**config.mk**
```make
export PLATFORM = sky130hd
export DESIGN_NAME = alu_seq_flat
export DESIGN_NICKNAME = d
export VERILOG_FILES = /design/src/rtl/alu_seq_if.sv /design/src/rtl/alu_seq.sv /design/src/flat_wrapper.sv
export SDC_FILE = /design/constraint.sdc
export NUM_CORES = 1
export LEC_CHECK = 0
export ABC_CLOCK_PERIOD_IN_PS = 6100
export CAP_MARGIN = 20
export CORE_MARGIN = 4
export CORE_UTILIZATION = 50
export DETAILED_ROUTE_END_ITERATION = 12
export DONT_BUFFER_PORTS = 1
export GPL_TIMING_DRIVEN = 0
export HOLD_SLACK_MARGIN = 0.08
export SETUP_SLACK_MARGIN = 0.2
export SYNTH_ARGS = -nofsm -noshare
export SYNTH_HDL_FRONTEND = slang
export SYNTH_SLANG_ARGS = --single-unit
```
**constraint.sdc**
```tcl
create_clock -name clk -period 6.1 [get_ports clk]
set_input_delay 1.22 -clock clk [delete_from_list [all_inputs] [get_ports clk]]
set_output_delay 1.22 -clock clk [all_outputs]
set_load 0.1 [all_outputs]
```
**src/rtl/alu_seq_if.sv**
```systemverilog
// alu_seq_if: start/busy/done handshake and operand/result bus of alu_seq.
//   master : controller side (drives start, operands, opcode; sees status/result)
//   slave  : ALU side
// Signals:
//   start_alu_i  launch request
//   a_alu_i      operand A
//   b_alu_i      operand B
//   Sel_alu      3-bit opcode
//   busy_alu_o   operation in flight
//   done_alu_o   one-cycle result-update pulse
//   alu_o        result register
//   zero_alu_o   result == 0            (only with ALU_FLAGS_EN)
//   carry_alu_o  carry/borrow/mul-ovf   (only with ALU_FLAGS_EN)
interface alu_seq_if #(
  parameter int WIDTH = 8
);
  logic             start_alu_i;
  logic [WIDTH-1:0] a_alu_i;
  logic [WIDTH-1:0] b_alu_i;
  logic [2:0]       Sel_alu;
  logic             busy_alu_o;
  logic             done_alu_o;
  logic [WIDTH-1:0] alu_o;
`ifdef ALU_FLAGS_EN
  logic             zero_alu_o;
  logic             carry_alu_o;
`endif

  modport master (
    output start_alu_i, a_alu_i, b_alu_i, Sel_alu,
    input  busy_alu_o, done_alu_o, alu_o
`ifdef ALU_FLAGS_EN
    , input zero_alu_o, carry_alu_o
`endif
  );

  modport slave (
    input  start_alu_i, a_alu_i, b_alu_i, Sel_alu,
    output busy_alu_o, done_alu_o, alu_o
`ifdef ALU_FLAGS_EN
    , output zero_alu_o, carry_alu_o
`endif
  );
endinterface

```
**src/rtl/alu_seq.sv**
```systemverilog
// alu_seq: registered ALU with start/busy/done handshake. Multiplication is a
// multi-cycle shift-add unit (WIDTH cycles); all other ops take one cycle.
// Opcodes: 000 MUL, 001 AND, 010 XOR, 011 OR, 100 A-1, 101 A+B, 110 A-B, 111 A+1.
// Ports:
//   clk    rising-edge clock
//   rst_n  asynchronous reset, active low
//   bus    alu_seq_if.slave (start, operands, opcode, busy, done, result, flags)
// Optional feature: define ALU_FLAGS_EN to add registered zero/carry flags.
module alu_seq #(
  parameter int WIDTH = 8,
  parameter int CNT_W = 5
) (
  input  logic      clk,
  input  logic      rst_n,
  alu_seq_if.slave  bus
);

  localparam logic [1:0] IDLE = 2'd0;
  localparam logic [1:0] EXEC = 2'd1;
  localparam logic [1:0] MUL  = 2'd2;

  logic [1:0]         state;
  logic [2:0]         sel_r;
  logic [2*WIDTH-1:0] a_r;
  logic [WIDTH-1:0]   b_r;
  logic [2*WIDTH-1:0] acc;
  logic [CNT_W-1:0]   cnt;
  logic               busy_r;
  logic               done_r;
  logic [WIDTH-1:0]   alu_r;
  logic [WIDTH-1:0]   op_a;
  logic [WIDTH-1:0]   exec_res;
  logic [2*WIDTH-1:0] acc_next;
  logic               last_mul;

  // A is held zero-extended so the multiplier can shift it left in place.
  assign op_a     = a_r[WIDTH-1:0];
  assign acc_next = acc + (b_r[0] ? a_r : '0);
  assign last_mul = (cnt == CNT_W'(WIDTH-1));

  always_comb begin
    exec_res = '0;
    case (sel_r)
      3'b001:  exec_res = op_a & b_r;
      3'b010:  exec_res = op_a ^ b_r;
      3'b011:  exec_res = op_a | b_r;
      3'b100:  exec_res = op_a - WIDTH'(1);
      3'b101:  exec_res = op_a + b_r;
      3'b110:  exec_res = op_a - b_r;
      3'b111:  exec_res = op_a + WIDTH'(1);
      default: exec_res = '0;
    endcase
  end

`ifdef ALU_FLAGS_EN
  logic             zero_r;
  logic             carry_r;
  logic             exec_carry;
  logic [WIDTH:0]   add_ext;
  logic [WIDTH:0]   sub_ext;

  // Borrow of a subtraction shows up as bit WIDTH of the extended difference.
  assign add_ext = {1'b0, op_a} + {1'b0, (sel_r == 3'b111) ? WIDTH'(1) : b_r};
  assign sub_ext = {1'b0, op_a} - {1'b0, (sel_r == 3'b100) ? WIDTH'(1) : b_r};

  always_comb begin
    exec_carry = 1'b0;
    case (sel_r)
      3'b101, 3'b111: exec_carry = add_ext[WIDTH];
      3'b100, 3'b110: exec_carry = sub_ext[WIDTH];
      default:        exec_carry = 1'b0;
    endcase
  end

  assign bus.zero_alu_o  = zero_r;
  assign bus.carry_alu_o = carry_r;
`endif

  assign bus.busy_alu_o = busy_r;
  assign bus.done_alu_o = done_r;
  assign bus.alu_o      = alu_r;

  always_ff @(posedge clk or negedge rst_n) begin
    if (!rst_n) begin
      state   <= IDLE;
      sel_r   <= '0;
      a_r     <= '0;
      b_r     <= '0;
      acc     <= '0;
      cnt     <= '0;
      busy_r  <= 1'b0;
      done_r  <= 1'b0;
      alu_r   <= '0;
`ifdef ALU_FLAGS_EN
      zero_r  <= 1'b0;
      carry_r <= 1'b0;
`endif
    end else begin
      done_r <= 1'b0;
      case (state)
        IDLE: begin
          // A start coinciding with the done pulse is dropped on purpose.
          if (bus.start_alu_i && !done_r) begin
            a_r    <= {{WIDTH{1'b0}}, bus.a_alu_i};
            b_r    <= bus.b_alu_i;
            sel_r  <= bus.Sel_alu;
            acc    <= '0;
            cnt    <= '0;
            busy_r <= 1'b1;
            state  <= (bus.Sel_alu == 3'b000) ? MUL : EXEC;
          end
        end
        EXEC: begin
          alu_r   <= exec_res;
`ifdef ALU_FLAGS_EN
          zero_r  <= (exec_res == '0);
          carry_r <= exec_carry;
`endif
          done_r  <= 1'b1;
          busy_r  <= 1'b0;
          state   <= IDLE;
        end
        MUL: begin
          acc <= acc_next;
          a_r <= a_r << 1;
          b_r <= b_r >> 1;
          cnt <= cnt + CNT_W'(1);
          if (last_mul) begin
            alu_r   <= acc_next[WIDTH-1:0];
`ifdef ALU_FLAGS_EN
            zero_r  <= (acc_next[WIDTH-1:0] == '0);
            carry_r <= |acc_next[2*WIDTH-1:WIDTH];
`endif
            done_r  <= 1'b1;
            busy_r  <= 1'b0;
            state   <= IDLE;
          end
        end
        default: state <= IDLE;
      endcase
    end
  end

endmodule

```
**src/flat_wrapper.sv**
```systemverilog
// flat-port wrapper written by rule: the top's interface ports become plain ports
module alu_seq_flat 
#(
  parameter int WIDTH = 8,
  parameter int CNT_W = 5
)
  (clk, rst_n, bus_start_alu_i, bus_a_alu_i, bus_b_alu_i, bus_Sel_alu, bus_busy_alu_o, bus_done_alu_o, bus_alu_o);
  alu_seq_if #(.WIDTH(WIDTH)) bus_i ();
  input  logic clk;
  input  logic rst_n;
  input wire logic [$bits(bus_i.start_alu_i)-1:0] bus_start_alu_i;
  input wire logic [$bits(bus_i.a_alu_i)-1:0] bus_a_alu_i;
  input wire logic [$bits(bus_i.b_alu_i)-1:0] bus_b_alu_i;
  input wire logic [$bits(bus_i.Sel_alu)-1:0] bus_Sel_alu;
  output wire logic [$bits(bus_i.busy_alu_o)-1:0] bus_busy_alu_o;
  output wire logic [$bits(bus_i.done_alu_o)-1:0] bus_done_alu_o;
  output wire logic [$bits(bus_i.alu_o)-1:0] bus_alu_o;
  assign bus_i.start_alu_i = bus_start_alu_i;
  assign bus_i.a_alu_i = bus_a_alu_i;
  assign bus_i.b_alu_i = bus_b_alu_i;
  assign bus_i.Sel_alu = bus_Sel_alu;
  assign bus_busy_alu_o = bus_i.busy_alu_o;
  assign bus_done_alu_o = bus_i.done_alu_o;
  assign bus_alu_o = bus_i.alu_o;
  alu_seq #(.WIDTH(WIDTH), .CNT_W(CNT_W)) u_core (.clk(clk), .rst_n(rst_n), .bus(bus_i));
endmodule
```
# After elaboration in Yosys (flattened, before gate mapping)
# Cells that the tools add are included.
# classes
addsub	6
n_eq_ne	12
mux	21
n_bitwise	3
n_reduce_logical	12
# op_table
operator	count
$pmux 16 s2	2
$pmux 8 s7	1
$mux 16	3
$pmux 8 s2	2
$add 16x16->16	1
$mux 8	2
$eq 3x3->1 const B	4
$pmux 5 s2	1
$add 8x1->8 const B	1
$add 8x8->8	1
$and 8x8->8	1
$or 8x8->8	1
$reduce_and 2->1	4
$sub 8x1->8 const B	1
$sub 8x8->8	1
$xor 8x8->8	1
$eq 3x2->1 const B	2
$mux 2	3
$add 5x1->5 const B	1
$eq 5x3->1 const B	1
$mux 5	1
$ne 2x1->1 const B	2
$pmux 2 s2	1
$reduce_bool 2->1	2
other kinds (12)	14
# totals
ff_bits	60
in_bits	22
output_inout_bits	10
elab_cells	63

# Depth between registers and ports, before layout
# logic_depth
depth_word	4
depth_mapped	14
mapped_depth_nobuf	13

# Worst setup path before layout
# Ideal clock, no wire load.
# synth_timing
path_kind	reg2reg
startpoint	reg u_core.sel_r[0]
endpoint	reg u_core.alu_r[6] (netlist: u_core.bus.alu_o[6])
setup_time_ps	65
arrival_time_ps	2644
required_ps	6035
path_slack_ps	3391
stages_incl_launch_ff	15
path_buffers	3
synth_period_minus_slack_ps	2709
cell_sequence	dfrtp_1 buf_4 clkbuf_1 clkbuf_1 xor2_1 nand3_1 ha_1 inv_1 fa_1 nor2b_1 o21ai_0 a21oi_1 nor4_1 o41ai_1 o211a_1
# synth_between
elab_chain_len	3
word_cells_on_any_way	9
classes_between	eq/ne (7); mux (2)
# synth_lines
item	line	text
from (decl)	alu_seq.sv:23	logic [2:0] sel_r;
from (signal assigned)	alu_seq.sv:106	sel_r <= bus.Sel_alu;
$eq 3x3->1 (tied with other cells)	alu_seq.sv:43	case (sel_r)
$pmux 8 s7 (*)	alu_seq.sv:43	
$pmux 8 s2 (*)	alu_seq.sv:100	case (state)
to (signal assigned)	alu_seq.sv:114	alu_r <= exec_res;
to (signal assigned)	alu_seq.sv:129	alu_r <= acc_next[WIDTH-1:0];
to (decl)	alu_seq.sv:30	logic [WIDTH-1:0] alu_r;
# Mark *: on every way between the ends. The rest lies on a longest branch, timed or not.
# A chain may end at the register's enable or synchronous reset.

# Final worst setup path
# Same ends and word-level chain as after synthesis.

==> metrics.yaml <==
synthesis:
  ys_warn_count: 0
  async_reset_ff_frac: 1.00
  synth_cells: 390
  synth-xor-area-share: 0.0390
  synth_top_family_by_area: "compound AO/OA/AOI/OAI gates"
  syn-cell-area_um2: 3370
  synth-simple-area-share: 0.150
  synth_edf_count: 0
  synth_nets: 450
  yosysTopAreaCell: "dfrtp_1"
  synth_compound_area_frac: 0.212
  synthTopCellsByArea: "dfrtp_1 33%, ha_1 13%, o21ai_0 6.1%"
  post_synth_num_cell_types: 55
  ys_ff_latch: 44
  synth.avg_cell_area_um2: 8.64
  muxShareOfSynthArea: 0.0698
  synth_top_area_share: 0.327
  ys.flop_type: "dfrtp_1"
  ys_seq_area_frac: 0.327
  synthAdderAreaFrac: 0.146
critical_path:
  timing.rr.start: "u_core.sel_r[0]$_DFFE_PN0P_"
  crit_path_top_delay_cell: "o41ai_1"
  critPathKind: "reg -> reg"
  critPathLaunch: "u_core.sel_r[0]$_DFFE_PN0P_"
  critical_path.startpoint_type: "flip-flop"
  cp-end-kind: "flip-flop"
  cp_num_buf_inv: 3
  path_cells: "buf_4, clkbuf_1, clkbuf_1, a21oi_1, o22ai_1, nand2_1, ha_1, nor2b_1, o21ai_0, a21oi_1, and4b_1, o41ai_1, o211a_1"
  slowest_delay_ns: 0.50
  crit_fanout: 10
  cp_top_family: "compound AO/OA/AOI/OAI gates"
  cp_data_arrival_time_ns: 3.85
  cp.required_ns: 6.35
cells_and_area:
  final_cells: 475
  diodes: 0
  nNetsFinal: 457
  final_util: 0.556
  final_layout_size_suffix_gt1_frac: 0.0503
  area_growth_pct: 6.61
  fillers: 599
cts:
  cts_made_buffers: 5
  cts-resized-gates: 0
  clk_latency_ns: 0.30
  path_clk_slew_ns: 0.09
  cts_setup_buffers: 0
  cts.htree.levels: 2
  max-clock-path-buffers: 2
  hold_buffers: 0
  cts_tree: "yes"
  cts-root-buf: "clkbuf_8"
  cts.sinks: 44
timing:
  finalHoldViolCount: 0
  rsz0062_at_grt: "false"
  period_minus_slack_ns: 3.60
  finalWorstSetupSlack_ns: 2.50
  timing.slew.headroom: 0.368
  finalSetupTns_ns: 0
  finalCritPeriodShare: 0.591
  finalSetupViolations: 0
  max_clock_freq_mhz: 278
  slew_violations: 0
  worst_pin_slew_ns: 0.948
  fin_worst_skew_ns: 0.00621
hold_path:
  hp-class: "reg -> reg"
  hp-start: "u_core.acc[7]$_DFFE_PN0P_"
routing:
  drc: 0
  vias_per_cell: 6.00
  wl_per_cell_um: 17.9
  routed_wirelength_um: 8500
  dr.pass1.iters: 4
  num_vias: 2848
  ant_nets: 0
  drt_iter0_drc: 154
flow_run:
  maxCapViolations: 0
die:
  fp.dieH_um: 90.1
  dieArea_um2: 8110
  pin_count: 32
  initial_core_util: 0.522
  die_width_um: 90.1
  coreArea_um2: 6460
  placementRows: 29
placed_design:
  post-place-ws_ns: 2.61
  dp.cells: 467
  port-buffer-count: 0
  routabilityCongestion: 0.902
  dpl.hpwl_um: 6420
grt:
  grt_pass1_wl_um: 14300
  grt_start_max_net_pins: 45
  overflow: 0
  grt_usage: 0.218
  first_global_vias: 2703
  antenna_found_initial: 0
status:
  run_status: "complete, no violations"
## worst reg2reg max path: cells and delay by family, from the launching register on
family,cells,cell delay [ns]
flip-flops,1,0.33
buffers and inverters,3,0.96
adder cells (fa/ha/maj),1,0.33
AND/OR/NAND/NOR,3,0.43
AO/OA/AOI/OAI,6,1.51
## final cells by class
type	instances	area, um2	share of cell area
multi-input cells	301	2080	0.578
flip-flops and latches	44	1100	0.307
inverters	27	101	0.0282
clock buffers	7	96.3	0.0268
well taps	77	96.3	0.0268
plain buffers	18	88.8	0.0247
clock inverters	1	30.0	0.00836
## placed cells by master, fill, tap and decap left out, types with 3 or more instances in the layout
| cell type | instances |
|---|---|
| nor2b_1 | 5 |
| xnor2_1 | 11 |
| nand3_1 | 5 |
| clkbuf_8 | 7 |
| o21ai_0 | 41 |
| nor3_1 | 5 |
| o22ai_1 | 3 |
| a21o_1 | 5 |
| mux2i_1 | 19 |
| or3_1 | 4 |
| a22o_1 | 5 |
| dfrtp_1 | 44 |
| buf_4 | 3 |
| mux2_2 | 4 |
| a22oi_1 | 5 |
| nand2_1 | 43 |
| nor2_1 | 30 |
| nand2b_1 | 6 |
| ha_1 | 36 |
| xor2_1 | 4 |
| a221oi_1 | 3 |
| a21oi_1 | 24 |
| a31oi_1 | 7 |
| clkbuf_1 | 12 |
| inv_1 | 26 |
## layer usage
| layer | track usage | up-vias | share of wire | routed length [um] |
|---|---|---|---|---|
| met4 | 0.0663 | 0 | 0.013 | 114 |
| met2 | 0.340 | 80 | 0.44 | 3740 |
| met3 | 0.0426 | 10 | 0.062 | 530 |
| li1 | - | 1407 | - | - |
| met5 | 0 | - | 0 | 0 |
| met1 | 0.304 | 1351 | 0.48 | 4110 |
## per-stage QoR
stage	area [um2]	hold WS, ns
6_report	3590	0.504
5_1_grt	3590	0.526
4_1_cts	3590	0.505
3_5_place_dp	3460	0.483
3_3_place_gp	3460	0.476
2_1_floorplan	3370	0.456
## kinds of logic (layout without fill, tap and decap cells)
| group | Yosys count | after routing |
|---|---|---|
| DFF | 44 | 44 |
| AOI/OAI and AO/OA | 115 | 115 |
| muxes | 23 | 23 |
| buffers and inverters | 45 | 53 |
| and+or+nand+nor | 110 | 110 |
| xor gates and xnor gates | 15 | 15 |
| adders and majority gates | 38 | 38 |
## worst paths after layout
kind / to / slack (ns) / cells after the start
worst max register to register: u_core.bus.alu_o[6]$_DFFE_PN0P_ / 2.50 / 13
max in group asynchronous: u_core.sel_r[2]$_DFFE_PN0P_ / 5.42 / 0
worst min-delay path: u_core.acc[7]$_DFFE_PN0P_ / 0.50 / 2
worst min register to register: u_core.acc[7]$_DFFE_PN0P_ / 0.50 / 2
worst max-delay path: u_core.bus.alu_o[6]$_DFFE_PN0P_ / 2.50 / 13
min in group asynchronous: u_core.acc[6]$_DFFE_PN0P_ / 0.60 / 0
## synth_stat cells (all sizes together) (5+ instances only)
library cell and count:
a22oi 5, buf 6, a31oi 7, xnor2 11, nor2b 5, dfrtp 44, ha 36, a21o 5
nand3 5, o21ai 42, a22o 5, nand2b 6, nor3 5, nor2 30, mux2i 19, inv 26
nand2 43, clkbuf 12, a21oi 24
## state kept, by name (all words and copies together), names as in the netlist
register               count
u_core.bus.alu_o           8
u_core.a_r                 8
u_core.cnt                 5
u_core.b_r                 8
u_core.sel_r               3
u_core.acc                 8
u_core.state               2
u_core.bus.done_alu_o      1
u_core.bus.busy_alu_o      1
Power is left out: the tool's default activity adds up to more than one toggle a clock period on the data nets, which glitch-free logic cannot reach.
